### src/rtl/ifetch_queue_if.sv
// ifetch_queue_if: bundles the PC-stage, instruction-memory and decode-side
// signals of the instruction-fetch front end.
//
// Handshake semantics (all three channels):
//   - PC stage : the PC in pc_if_i is consumed on a rising edge where
//                stall_if_o is 0; stall_if_o = 1 means "hold the PC".
//   - Memory   : a request transfers on an edge where imem_req_o & imem_gnt_i;
//                imem_req_o never depends on imem_gnt_i. Responses return in
//                request order on imem_rvalid_i, at least one cycle after grant,
//                with no back-pressure.
//   - Decode   : the head entry transfers on an edge where id_valid_o & id_ready_i;
//                id_valid_o never depends on id_ready_i.
// The master modport is the fetch queue itself; slave is its environment.
interface ifetch_queue_if;
    logic [31:0] pc_if_i;
    logic        flush_if_i;
    logic        stall_if_o;
    logic        imem_req_o;
    logic [31:0] imem_addr_o;
    logic        imem_gnt_i;
    logic        imem_rvalid_i;
    logic [31:0] imem_rdata_i;
    logic        id_valid_o;
    logic        id_ready_i;
    logic [31:0] id_instr_o;
    logic [31:0] id_pc_o;
    logic        id_misalign_o;

    modport master (
        input  pc_if_i, flush_if_i, imem_gnt_i, imem_rvalid_i, imem_rdata_i, id_ready_i,
        output stall_if_o, imem_req_o, imem_addr_o, id_valid_o, id_instr_o, id_pc_o,
        id_misalign_o
    );

    modport slave (
        output pc_if_i, flush_if_i, imem_gnt_i, imem_rvalid_i, imem_rdata_i, id_ready_i,
        input  stall_if_o, imem_req_o, imem_addr_o, id_valid_o, id_instr_o, id_pc_o,
        id_misalign_o
    );
endinterface

### src/rtl/ifetch_queue.sv
// ifetch_queue: instruction-fetch front end between the PC stage and decode.
// Issues the presented PC to instruction memory, pairs in-order responses with
// their PCs through an in-flight PC FIFO, and buffers fetched words for decode.
// A credit rule (buffered + outstanding < FIFO_DEPTH) guarantees every response
// has a free buffer slot. Flushes empty the buffer and count the in-flight
// responses that must be discarded when they come back.
//
// Optional feature macro: IFETCH_MISALIGN_CHK_EN
//   defined   : PCs with pc[1:0] != 0 are not sent to memory; once older fetches
//               have drained they are enqueued directly as a NOP flagged misaligned.
//   undefined : every PC is issued unchanged and id_misalign_o is tied 0.
module ifetch_queue #(
    parameter int FIFO_DEPTH      = 4,
    parameter int MAX_OUTSTANDING = 2
) (
    input  logic           clk,
    input  logic           rst,
    ifetch_queue_if.master bus
);
    localparam int AW = (FIFO_DEPTH > 1) ? $clog2(FIFO_DEPTH) : 1;
    localparam int CW = $clog2(FIFO_DEPTH + 1);
    localparam int IW = (MAX_OUTSTANDING > 1) ? $clog2(MAX_OUTSTANDING) : 1;
    localparam logic [CW-1:0] MAX_OUT_C = CW'(MAX_OUTSTANDING);
    localparam logic [CW:0]   DEPTH_C   = (CW + 1)'(FIFO_DEPTH);
    localparam logic [IW-1:0] INFL_LAST = IW'(MAX_OUTSTANDING - 1);

    // In-flight PC FIFO (MAX_OUTSTANDING need not be a power of two).
    logic [31:0]   infl_pc [MAX_OUTSTANDING];
    logic [IW-1:0] infl_wr;
    logic [IW-1:0] infl_rd;
    logic [CW-1:0] outstanding;
    logic [CW-1:0] drop_cnt;

    // Instruction buffer towards decode.
    logic [31:0]   buf_instr [FIFO_DEPTH];
    logic [31:0]   buf_pc    [FIFO_DEPTH];
    logic [AW-1:0] wr_ptr;
    logic [AW-1:0] rd_ptr;
    logic [CW-1:0] fifo_count;

    logic [CW:0]   credit_used;
    logic          issue_ok;
    logic          grant;
    logic          resp;
    logic          discard;
    logic          push;
    logic          pop;
    logic          mis_enq;
    logic [31:0]   push_instr;
    logic [31:0]   push_pc;

    function automatic logic [IW-1:0] infl_next(input logic [IW-1:0] p);
        return (p == INFL_LAST) ? '0 : p + IW'(1);
    endfunction

    assign credit_used = {1'b0, fifo_count} + {1'b0, outstanding};
    assign issue_ok    = !rst && !bus.flush_if_i && (outstanding < MAX_OUT_C)
                         && (credit_used < DEPTH_C);

`ifdef IFETCH_MISALIGN_CHK_EN
    localparam logic [31:0] NOP_INSTR = 32'h0000_0013;
    logic buf_mis [FIFO_DEPTH];
    logic pc_misaligned;

    assign pc_misaligned  = (bus.pc_if_i[1:0] != 2'b00);
    // Wait for older fetches to return so the NOP lands behind them in order.
    assign mis_enq        = issue_ok && pc_misaligned && (outstanding == '0);
    assign bus.imem_req_o = issue_ok && !pc_misaligned;
    assign push_instr     = mis_enq ? NOP_INSTR : bus.imem_rdata_i;
`else
    assign mis_enq        = 1'b0;
    assign bus.imem_req_o = issue_ok;
    assign push_instr     = bus.imem_rdata_i;
`endif

    assign bus.imem_addr_o = bus.pc_if_i;
    assign grant           = bus.imem_req_o && bus.imem_gnt_i;
    // A response with nothing in flight is spurious and ignored.
    assign resp            = bus.imem_rvalid_i && (outstanding != '0);
    // Responses in the flush cycle, or owed to an earlier flush, are wrong-path.
    assign discard         = bus.flush_if_i || (drop_cnt != '0);
    assign push            = (resp && !discard) || mis_enq;
    assign push_pc         = mis_enq ? bus.pc_if_i : infl_pc[infl_rd];
    assign pop             = bus.id_valid_o && bus.id_ready_i && !bus.flush_if_i;
    // In a flush cycle the PC stage must load the redirect target, so no stall.
    assign bus.stall_if_o  = rst || (!bus.flush_if_i && !grant && !mis_enq);

    assign bus.id_valid_o  = !rst && (fifo_count != '0);
    assign bus.id_instr_o  = bus.id_valid_o ? buf_instr[rd_ptr] : '0;
    assign bus.id_pc_o     = bus.id_valid_o ? buf_pc[rd_ptr] : '0;
`ifdef IFETCH_MISALIGN_CHK_EN
    assign bus.id_misalign_o = bus.id_valid_o ? buf_mis[rd_ptr] : 1'b0;
`else
    assign bus.id_misalign_o = 1'b0;
`endif

    // Track granted-but-unanswered fetches and how many of them are wrong-path.
    always_ff @(posedge clk) begin
        if (rst) begin
            infl_wr     <= '0;
            infl_rd     <= '0;
            outstanding <= '0;
            drop_cnt    <= '0;
            for (int i = 0; i < MAX_OUTSTANDING; i++) begin
                infl_pc[i] <= '0;
            end
        end else begin
            if (grant) begin
                infl_pc[infl_wr] <= bus.pc_if_i;
                infl_wr          <= infl_next(infl_wr);
            end
            if (resp) begin
                infl_rd <= infl_next(infl_rd);
            end
            if (grant && !resp) begin
                outstanding <= outstanding + CW'(1);
            end else if (!grant && resp) begin
                outstanding <= outstanding - CW'(1);
            end
            // No grant can happen in a flush cycle, so what remains in flight
            // after this cycle's response is exactly what must be dropped.
            if (bus.flush_if_i) begin
                drop_cnt <= outstanding - CW'(resp);
            end else if (resp && (drop_cnt != '0)) begin
                drop_cnt <= drop_cnt - CW'(1);
            end
        end
    end

    // Instruction buffer: push fetched words, pop on decode accept, empty on flush.
    always_ff @(posedge clk) begin
        if (rst) begin
            wr_ptr     <= '0;
            rd_ptr     <= '0;
            fifo_count <= '0;
            for (int i = 0; i < FIFO_DEPTH; i++) begin
                buf_instr[i] <= '0;
                buf_pc[i]    <= '0;
`ifdef IFETCH_MISALIGN_CHK_EN
                buf_mis[i]   <= 1'b0;
`endif
            end
        end else if (bus.flush_if_i) begin
            wr_ptr     <= '0;
            rd_ptr     <= '0;
            fifo_count <= '0;
        end else begin
            if (push) begin
                buf_instr[wr_ptr] <= push_instr;
                buf_pc[wr_ptr]    <= push_pc;
`ifdef IFETCH_MISALIGN_CHK_EN
                buf_mis[wr_ptr]   <= mis_enq;
`endif
                wr_ptr            <= wr_ptr + AW'(1);
            end
            if (pop) begin
                rd_ptr <= rd_ptr + AW'(1);
            end
            if (push && !pop) begin
                fifo_count <= fifo_count + CW'(1);
            end else if (!push && pop) begin
                fifo_count <= fifo_count - CW'(1);
            end
        end
    end

    // Flag memory responses that arrive with nothing in flight.
    rvalid_has_request: assert property (@(posedge clk) disable iff (rst)
        bus.imem_rvalid_i |-> (outstanding != '0))
        else $error("ifetch_queue: imem_rvalid_i with no outstanding request");

endmodule

### src/flat_wrapper.sv
// flat-port wrapper written by rule: the top's interface ports become plain ports
module ifetch_queue_flat 
#(
    parameter int FIFO_DEPTH      = 4,
    parameter int MAX_OUTSTANDING = 2
)
  (clk, rst, bus_pc_if_i, bus_flush_if_i, bus_imem_gnt_i, bus_imem_rvalid_i, bus_imem_rdata_i, bus_id_ready_i, bus_stall_if_o, bus_imem_req_o, bus_imem_addr_o, bus_id_valid_o, bus_id_instr_o, bus_id_pc_o, bus_id_misalign_o);
  ifetch_queue_if bus_i ();
  input  logic clk;
  input  logic rst;
  input wire logic [$bits(bus_i.pc_if_i)-1:0] bus_pc_if_i;
  input wire logic [$bits(bus_i.flush_if_i)-1:0] bus_flush_if_i;
  input wire logic [$bits(bus_i.imem_gnt_i)-1:0] bus_imem_gnt_i;
  input wire logic [$bits(bus_i.imem_rvalid_i)-1:0] bus_imem_rvalid_i;
  input wire logic [$bits(bus_i.imem_rdata_i)-1:0] bus_imem_rdata_i;
  input wire logic [$bits(bus_i.id_ready_i)-1:0] bus_id_ready_i;
  output wire logic [$bits(bus_i.stall_if_o)-1:0] bus_stall_if_o;
  output wire logic [$bits(bus_i.imem_req_o)-1:0] bus_imem_req_o;
  output wire logic [$bits(bus_i.imem_addr_o)-1:0] bus_imem_addr_o;
  output wire logic [$bits(bus_i.id_valid_o)-1:0] bus_id_valid_o;
  output wire logic [$bits(bus_i.id_instr_o)-1:0] bus_id_instr_o;
  output wire logic [$bits(bus_i.id_pc_o)-1:0] bus_id_pc_o;
  output wire logic [$bits(bus_i.id_misalign_o)-1:0] bus_id_misalign_o;
  assign bus_i.pc_if_i = bus_pc_if_i;
  assign bus_i.flush_if_i = bus_flush_if_i;
  assign bus_i.imem_gnt_i = bus_imem_gnt_i;
  assign bus_i.imem_rvalid_i = bus_imem_rvalid_i;
  assign bus_i.imem_rdata_i = bus_imem_rdata_i;
  assign bus_i.id_ready_i = bus_id_ready_i;
  assign bus_stall_if_o = bus_i.stall_if_o;
  assign bus_imem_req_o = bus_i.imem_req_o;
  assign bus_imem_addr_o = bus_i.imem_addr_o;
  assign bus_id_valid_o = bus_i.id_valid_o;
  assign bus_id_instr_o = bus_i.id_instr_o;
  assign bus_id_pc_o = bus_i.id_pc_o;
  assign bus_id_misalign_o = bus_i.id_misalign_o;
  ifetch_queue #(.FIFO_DEPTH(FIFO_DEPTH), .MAX_OUTSTANDING(MAX_OUTSTANDING)) u_core (.clk(clk), .rst(rst), .bus(bus_i));
endmodule
### config.mk
export PLATFORM = sky130hd
export DESIGN_NAME = ifetch_queue_flat
export DESIGN_NICKNAME = d
export VERILOG_FILES = /design/src/rtl/ifetch_queue_if.sv /design/src/rtl/ifetch_queue.sv /design/src/flat_wrapper.sv
export SDC_FILE = /design/constraint.sdc
export NUM_CORES = 1
export LEC_CHECK = 0
export ABC_AREA = 0
export CAP_MARGIN = 25
export CORE_MARGIN = 4
export CORE_UTILIZATION = 34
export CTS_CLUSTER_SIZE = 40
export DETAILED_ROUTE_END_ITERATION = 8
export HOLD_SLACK_MARGIN = 0.15
export PLACE_DENSITY = 0.61
export SETUP_SLACK_MARGIN = 0.15
export SLEW_MARGIN = 10
export SYNTH_ARGS = -nofsm -noshare
export SYNTH_HDL_FRONTEND = slang
export SYNTH_SLANG_ARGS = --single-unit
### constraint.sdc
create_clock -name clk -period 4.6 [get_ports clk]
set_clock_uncertainty 0.15 [all_clocks]
set_input_delay 0.69 -clock clk [delete_from_list [all_inputs] [get_ports clk]]
set_output_delay 0.69 -clock clk [all_outputs]
set_load 0.05 [all_outputs]
==> flow_metrics.py, run 1 <==
metrics = {
    "floorplanning": {
        "start_util_pct": 34.6,
        "coreArea_mm2": 0.0434,
        "io_pins": 170,
        "placementRows": 76,
        "fp.dieArea_mm2": 0.0475,
        "die_width_um": 218,
        "die-height_um": 218,
    },
    "global_route": {
        "grt.total_usage_pct": 14.7,
        "grt_max_degree": 52,
        "grt_pass1_vias": 9029,
        "grt_overflow": 0,
        "antenna_found_initial": 0,
        "grt_pass1_wl_mm": 53.4,
    },
    "critical_path": {
        "r2r_start": "u_core.outstanding[2]",
        "critPathMaxStageDelay_ns": 0.71,
        "cp_top_family": "buffers and inverters",
        "slowest_stage": "clkdlybuf4s50_1",
        "critPathMaxFanout": 17,
        "critical_path.endpoint_type": "output pin",
        "crit_required_ns": 3.76,
        "critPathArrivalTime_ns": 3.02,
        "critPathLaunchType": "register",
        "reg2reg_depth": 9,
        "path_buf_inv": 2,
        "path_cells": "buf_4, mux4_2, and2_1, clkdlybuf4s50_1",
        "worstSetupPathType": "reg2out",
        "reg2reg_slack_ns": 1.36,
        "r2r_end": "u_core.outstanding[2]",
    },
    "layout": {
        "final_util_pct": 42.4,
        "fin_nets": 1265,
        "seq_area_mm2": 0.00998,
        "syn2layout_area_growth_pct": 22.6,
        "diodes": 0,
        "multi_input_area_mm2": 0.00454,
        "fill_cells": 4002,
        "layout-drive-gt1-share_pct": 13.4,
    },
    "clocking": {
        "clkTransAtPathRegs_ns": 0.06,
        "cts_tree": "done",
        "clock_sinks": 338,
        "clockBufferDepth": 3,
        "post_cts_buffers": 0,
        "cts_hold_buffers": 0,
        "htreeDepth": 2,
        "cts.repair.resized": 0,
        "cts-root-buf": "clkbuf_16",
        "clkLatencyLatePin_ns": 0.52,
        "cts_buffers": 38,
    },
    "synthesis": {
        "yosysTopAreaCellShare_pct": 64.1,
        "synth_area_leaders": "edfxtp_1 (64%), mux4_2 (9.6%), nor2_1 (6.7%)",
        "ys_seq_area_share_pct": 66.5,
        "syn_nets": 1135,
        "postSynthCellCount": 1055,
        "synth_edf_count": 320,
        "synth_common_cells": "edfxtp_1 (320), nor2_1 (266), and2_1 (128)",
        "yosysWarningCount": 0,
        "synth.cell_area_mm2": 0.0150,
        "ys_seq_elements": 338,
        "synth_most_common_cell": "edfxtp_1",
        "ys_types": 43,
        "async_reset_ff_share_pct": 0,
        "synth_area_per_cell_um2": 14.2,
        "synthFlopType": "edfxtp_1",
        "yosys.area.top_type": "edfxtp_1",
    },
    "sta": {
        "final.min_clock_period_ns": 3.86,
        "finalHoldViolCount": 0,
        "setup_tns_ns": 0,
        "worst_pin_slew_ns": 0.993,
        "final_max_slew_viol_count": 0,
        "post-route-period-util_pct": 83.8,
        "fmax_ghz": 0.259,
        "rsz0062_at_grt": "false",
        "relSlewSlack_pct": 33.7,
        "setup_viol_count_final": 0,
    },
    "route": {
        "drc_errors": 0,
        "wl_met2_mm": 17.4,
        "routed_wl_mm": 35.4,
        "wl_per_cell_um": 19.7,
        "dr_wl_met3_mm": 1.88,
        "maxUsedRoutingLayer": "met4",
        "vias": 8586,
        "drtPass1Iterations": 4,
        "via_per_inst": 4.78,
        "wl_met1_mm": 15.6,
        "drtIter0Drc": 699,
        "postRouteAntennaNets": 0,
    },
    "status": {
        "outcome": "complete, no violations",
    },
    "placed_design": {
        "finalWeightedCongestion": 0.714,
        "hpwl_mm": 20.1,
        "io_buffers": 168,
    },
    "pwr": {
        "max-vdd-ir-drop_mv": 0.193,
        "p_leak_nw": 6.35,
        "powerDensity_mw_per_mm2": 436,
    },
    "worst_hold_path": {
        "hold_start": "u_core.rd_ptr[1]",
        "min_path_type": "reg2reg",
        "holdPathStages": 1,
    },
    "job": {
        "cap_violations": 0,
    },
}
-- sequential cells by signal, indices dropped and copies added (netlist names), named ones only --
signal / flops
u_core.infl_pc: 64
u_core.outstanding: 3
u_core.buf_pc: 128
u_core.rd_ptr: 2
u_core.infl_rd: 1
u_core.fifo_count: 3
u_core.wr_ptr: 2
u_core.infl_wr: 1
u_core.buf_instr: 128
u_core.drop_cnt: 3
-- final cells by class --
cell class | count | area share (%)
flip-flops and latches | 338 | 54.3
clock buffers | 52 | 5.68
repair buffers | 187 | 10.3
well taps | 585 | 3.98
clock inverters | 15 | 0.830
inverters | 10 | 0.204
multi-input cells | 610 | 24.7
-- metrics by stage --
step | power [mW] | setup WS (ns) | instances | hold slack (ns) | cell area [um2]
finish | 8.02 | 0.745 | 1797 | 0.304 | 18400
CTS | 8.12 | 0.650 | 1797 | 0.304 | 18400
global placement | 5.15 | 0.936 | 1729 | 0.284 | 17200
detailed placement | 5.18 | 0.896 | 1730 | 0.285 | 17200
global route | 8.35 | 0.569 | 1797 | 0.339 | 18400
floorplan | 4.71 | 1.17 | 1055 | 0.277 | 15000
-- cell families after synthesis --
group,count (synthesis),share of synthesized area (%)
fa+ha+maj,10,0.935
other cells,1,0.0250
compound gates,19,0.826
buf+inv,107,3.72
xor+xnor,6,0.350
simple gates,473,15.6
mux,101,12.1
flops,338,66.5
-- routing by layer --
metal	vias to the layer above	track usage (%)
met5	-	0
met4	0	2.95
met3	38	2.59
met2	259	25.1
li1	3994	-
met1	4295	19.7
-- cells in the final DEF, fill, tap and decap left out, drive strengths merged, types with 2 or more instances in the layout --
master,netlist,final
edfxtp,320,320
nor2,266,266
clkdlybuf4s50,0,164
and2,128,128
mux4,64,64
clkbuf,41,52
nand2b,39,39
mux2i,37,37
buf,56,23
dfxtp,18,18
inv,10,11
clkinv,0,10
nand3,9,9
ha,8,8
a21oi,7,7
or3,5,5
xor2,5,5
o21ai,4,4
nand2,4,4
nor2b,3,3
or2,3,3
bufinv,0,3
nor4b,3,3
nor3,2,2
nor3b,2,2
nor4,2,2
or3b,2,2
nand4,2,2
fa,2,2
o31ai,2,2
-- where the power goes --
group	switching, mW	leakage, nW	internal [mW]	total, mW
logic	0.836	2.32	0.489	1.33
clock network	1.17	0.580	1.76	2.93
registers	0.120	3.46	3.65	3.77
total	2.13	6.35	5.89	8.02
-- how the worst max path moves through the flow --
stage	from	endpoint	slack [ns]	cells after the start
floorplan	bus_flush_if_i	u_core.buf_instr[1][0]	1.17	3
global placement	bus_flush_if_i	bus_stall_if_o	0.94	5
detailed placement	bus_flush_if_i	bus_stall_if_o	0.90	5
CTS	register	bus_id_instr_o[6]	0.65	4
global route	register	bus_id_instr_o[19]	0.57	4
finish	register	bus_id_instr_o[0]	0.74	4
No activity file was read; power rests on OpenSTA's default activity.
==> run 2, diff against run 1 <==
--- a/config.mk
+++ b/config.mk
@@ -12,7 +12,7 @@
 export CTS_CLUSTER_SIZE = 40
 export DETAILED_ROUTE_END_ITERATION = 8
 export HOLD_SLACK_MARGIN = 0.15
-export PLACE_DENSITY = 0.61
+export PLACE_DENSITY = 0.63
 export SETUP_SLACK_MARGIN = 0.15
 export SLEW_MARGIN = 10
 export SYNTH_ARGS = -nofsm -noshare
==> constraint.sdc (replaced) <==
create_clock -name clk -period 3.3 [get_ports clk]
set_clock_uncertainty 0.15 [all_clocks]
set_input_delay 0.495 -clock clk [delete_from_list [all_inputs] [get_ports clk]]
set_output_delay 0.495 -clock clk [all_outputs]
set_load 0.05 [all_outputs]
==> run 2 against run 1 <==
Critical path depth did not move. Sequential power increased by 40%. Utilization is 1.8 points higher. Largest cell class unchanged. Largest power group unchanged.
==> flow_metrics.py, run 2 (synthesis gave the netlist of run 1 again) <==
metrics = {
    "status": {
        "outcome": "complete, no violations",
    },
    "critical_path": {
        "critPathArrivalTime_ns": 2.34,
        "critPathMaxFanout": 13,
        "reg2reg_depth": 9,
        "r2r_start": "u_core.outstanding[1]",
        "critPathLaunchType": "register",
        "critical_path.endpoint_type": "output pin",
        "crit_required_ns": 2.65,
        "worstSetupPathType": "reg2out",
    },
    "clocking": {
        "cts_tree": "done",
        "cts_buffers": 38,
        "clock_sinks": 338,
        "cts_hold_buffers": 0,
        "clkLatencyLatePin_ns": 0.51,
        "clockBufferDepth": 3,
        "htreeDepth": 2,
        "cts-root-buf": "clkbuf_16",
        "clkTransAtPathRegs_ns": 0.06,
    },
    "pwr": {
        "p_seq_share_pct": 48.0,
        "p_switching_mw": 2.93,
        "total_power_mw": 11.0,
        "p_leak_nw": 6.74,
        "pwr-share-clk_pct": 34.1,
        "p_int_mw": 8.05,
        "combPwrFrac_pct": 18.0,
        "powerDensity_mw_per_mm2": 573,
        "max-vdd-ir-drop_mv": 0.303,
        "sw_frac_of_total_pct": 26.7,
    },
    "sta": {
        "finalHoldViolCount": 0,
        "worst_pin_slew_ns": 0.724,
        "relSlewSlack_pct": 51.8,
        "post-route-period-util_pct": 90.3,
        "final.min_clock_period_ns": 2.98,
        "fmax_ghz": 0.335,
        "setup_viol_count_final": 0,
        "setup_tns_ns": 0,
        "final_max_slew_viol_count": 0,
        "rsz0062_at_grt": "false",
        "holdWs_ns": 0.293,
    },
    "floorplanning": {
        "fp.dieArea_mm2": 0.0475,
        "die-height_um": 218,
        "placementRows": 76,
        "io_pins": 170,
        "die_width_um": 218,
        "coreArea_mm2": 0.0434,
        "start_util_pct": 34.6,
    },
    "route": {
        "postRouteAntennaNets": 0,
        "wl_per_cell_um": 19.4,
        "drtIter0Drc": 623,
        "drtPass1Iterations": 5,
        "via_per_inst": 4.78,
        "vias": 8674,
        "routed_wl_mm": 35.2,
        "drc_errors": 0,
    },
    "global_route": {
        "grt.total_usage_pct": 14.6,
        "antenna_found_initial": 0,
        "grt_overflow": 0,
        "grt_pass1_wl_mm": 53.1,
        "grt_pass1_vias": 9071,
        "grt_max_degree": 47,
    },
    "layout": {
        "final_cell_area_mm2": 0.0192,
        "layout-drive-gt1-share_pct": 20.4,
        "syn2layout_area_growth_pct": 27.8,
        "instances_no_fill": 1816,
        "seq_area_mm2": 0.00998,
        "fin_nets": 1289,
        "final_common_cell": "edfxtp_1",
        "diodes": 0,
        "multi_input_area_mm2": 0.00454,
        "fill_cells": 3880,
        "most-common-layout-cells": "edfxtp_1 (320), nor2_1 (265), and2_1 (128)",
        "top_regs": "u_core.buf_instr x128, u_core.buf_pc x128, u_core.infl_pc x64",
    },
    "placed_design": {
        "placed_cells": 1753,
        "io_buffers": 168,
        "hpwl_mm": 21.3,
        "place_area_mm2": 0.0180,
        "finalWeightedCongestion": 0.706,
    },
    "worst_hold_path": {
        "holdPathStages": 1,
        "min_path_type": "reg2reg",
        "hold_start": "u_core.rd_ptr[1]",
    },
    "job": {
        "cap_violations": 0,
    },
}
==> run 2: area by class of cell <==
type	count	share of cell area, %
Clock buffer	49	5.29
Clock inverter	13	0.379
Inverter	10	0.196
Multi-Input combinational cell	610	23.7
Sequential cell	338	52.1
Tap cell	585	3.82
Timing Repair Buffer	211	14.6
==> run 2: worst paths after layout <==
check	to	slack [ns]
hold / removal	register	0.29
setup reg to reg	u_core.outstanding[2]	0.39
hold reg to reg	register	0.29
setup / recovery	bus_id_pc_o[6]	0.32
==> run 2: metrics by stage <==
step                      utilization [%]  setup slack, ns
after floorplan                         -          -0.0124
after global placement               41.6           0.0560
after detailed placement             41.6           0.0343
after CTS                            44.2            0.239
after global routing                 44.2            0.210
final                                44.2            0.319
==> run 2: timing repair <==
action                                  CTS  global route
gates resized for setup                   0             1
cloned                                    0             0
endpoints found under the setup margin    8             2
buffers inserted                          1             0
==> run 2: power by group through the flow <==
stage / registers, mW / logic [mW] / clock network, mW
final: 5.27 / 1.97 / 3.74
after global routing: 5.30 / 2.14 / 4.03
after CTS: 5.27 / 2.00 / 3.85
after detailed placement: 5.36 / 1.99 / 0
after global placement: 5.34 / 1.97 / 0
after floorplan: 5.27 / 1.30 / 0
==> run 2: metal layers <==
metal / track usage [%] / vias to the layer above / share of wire (%)
met4: 3.12 / 0 / 1.6
met5: 0 / - / 0
met1: 18.4 / 4327 / 41
met3: 2.55 / 44 / 5.4
li1: - / 4053 / -
met2: 26.4 / 250 / 52
==> run 2: critical path: stages, from the launching register on <==
cell     delay, ns
dfxtp_4       0.60
buf_4         0.28
mux4_2        0.50
and2_1        0.24
buf_12        0.18
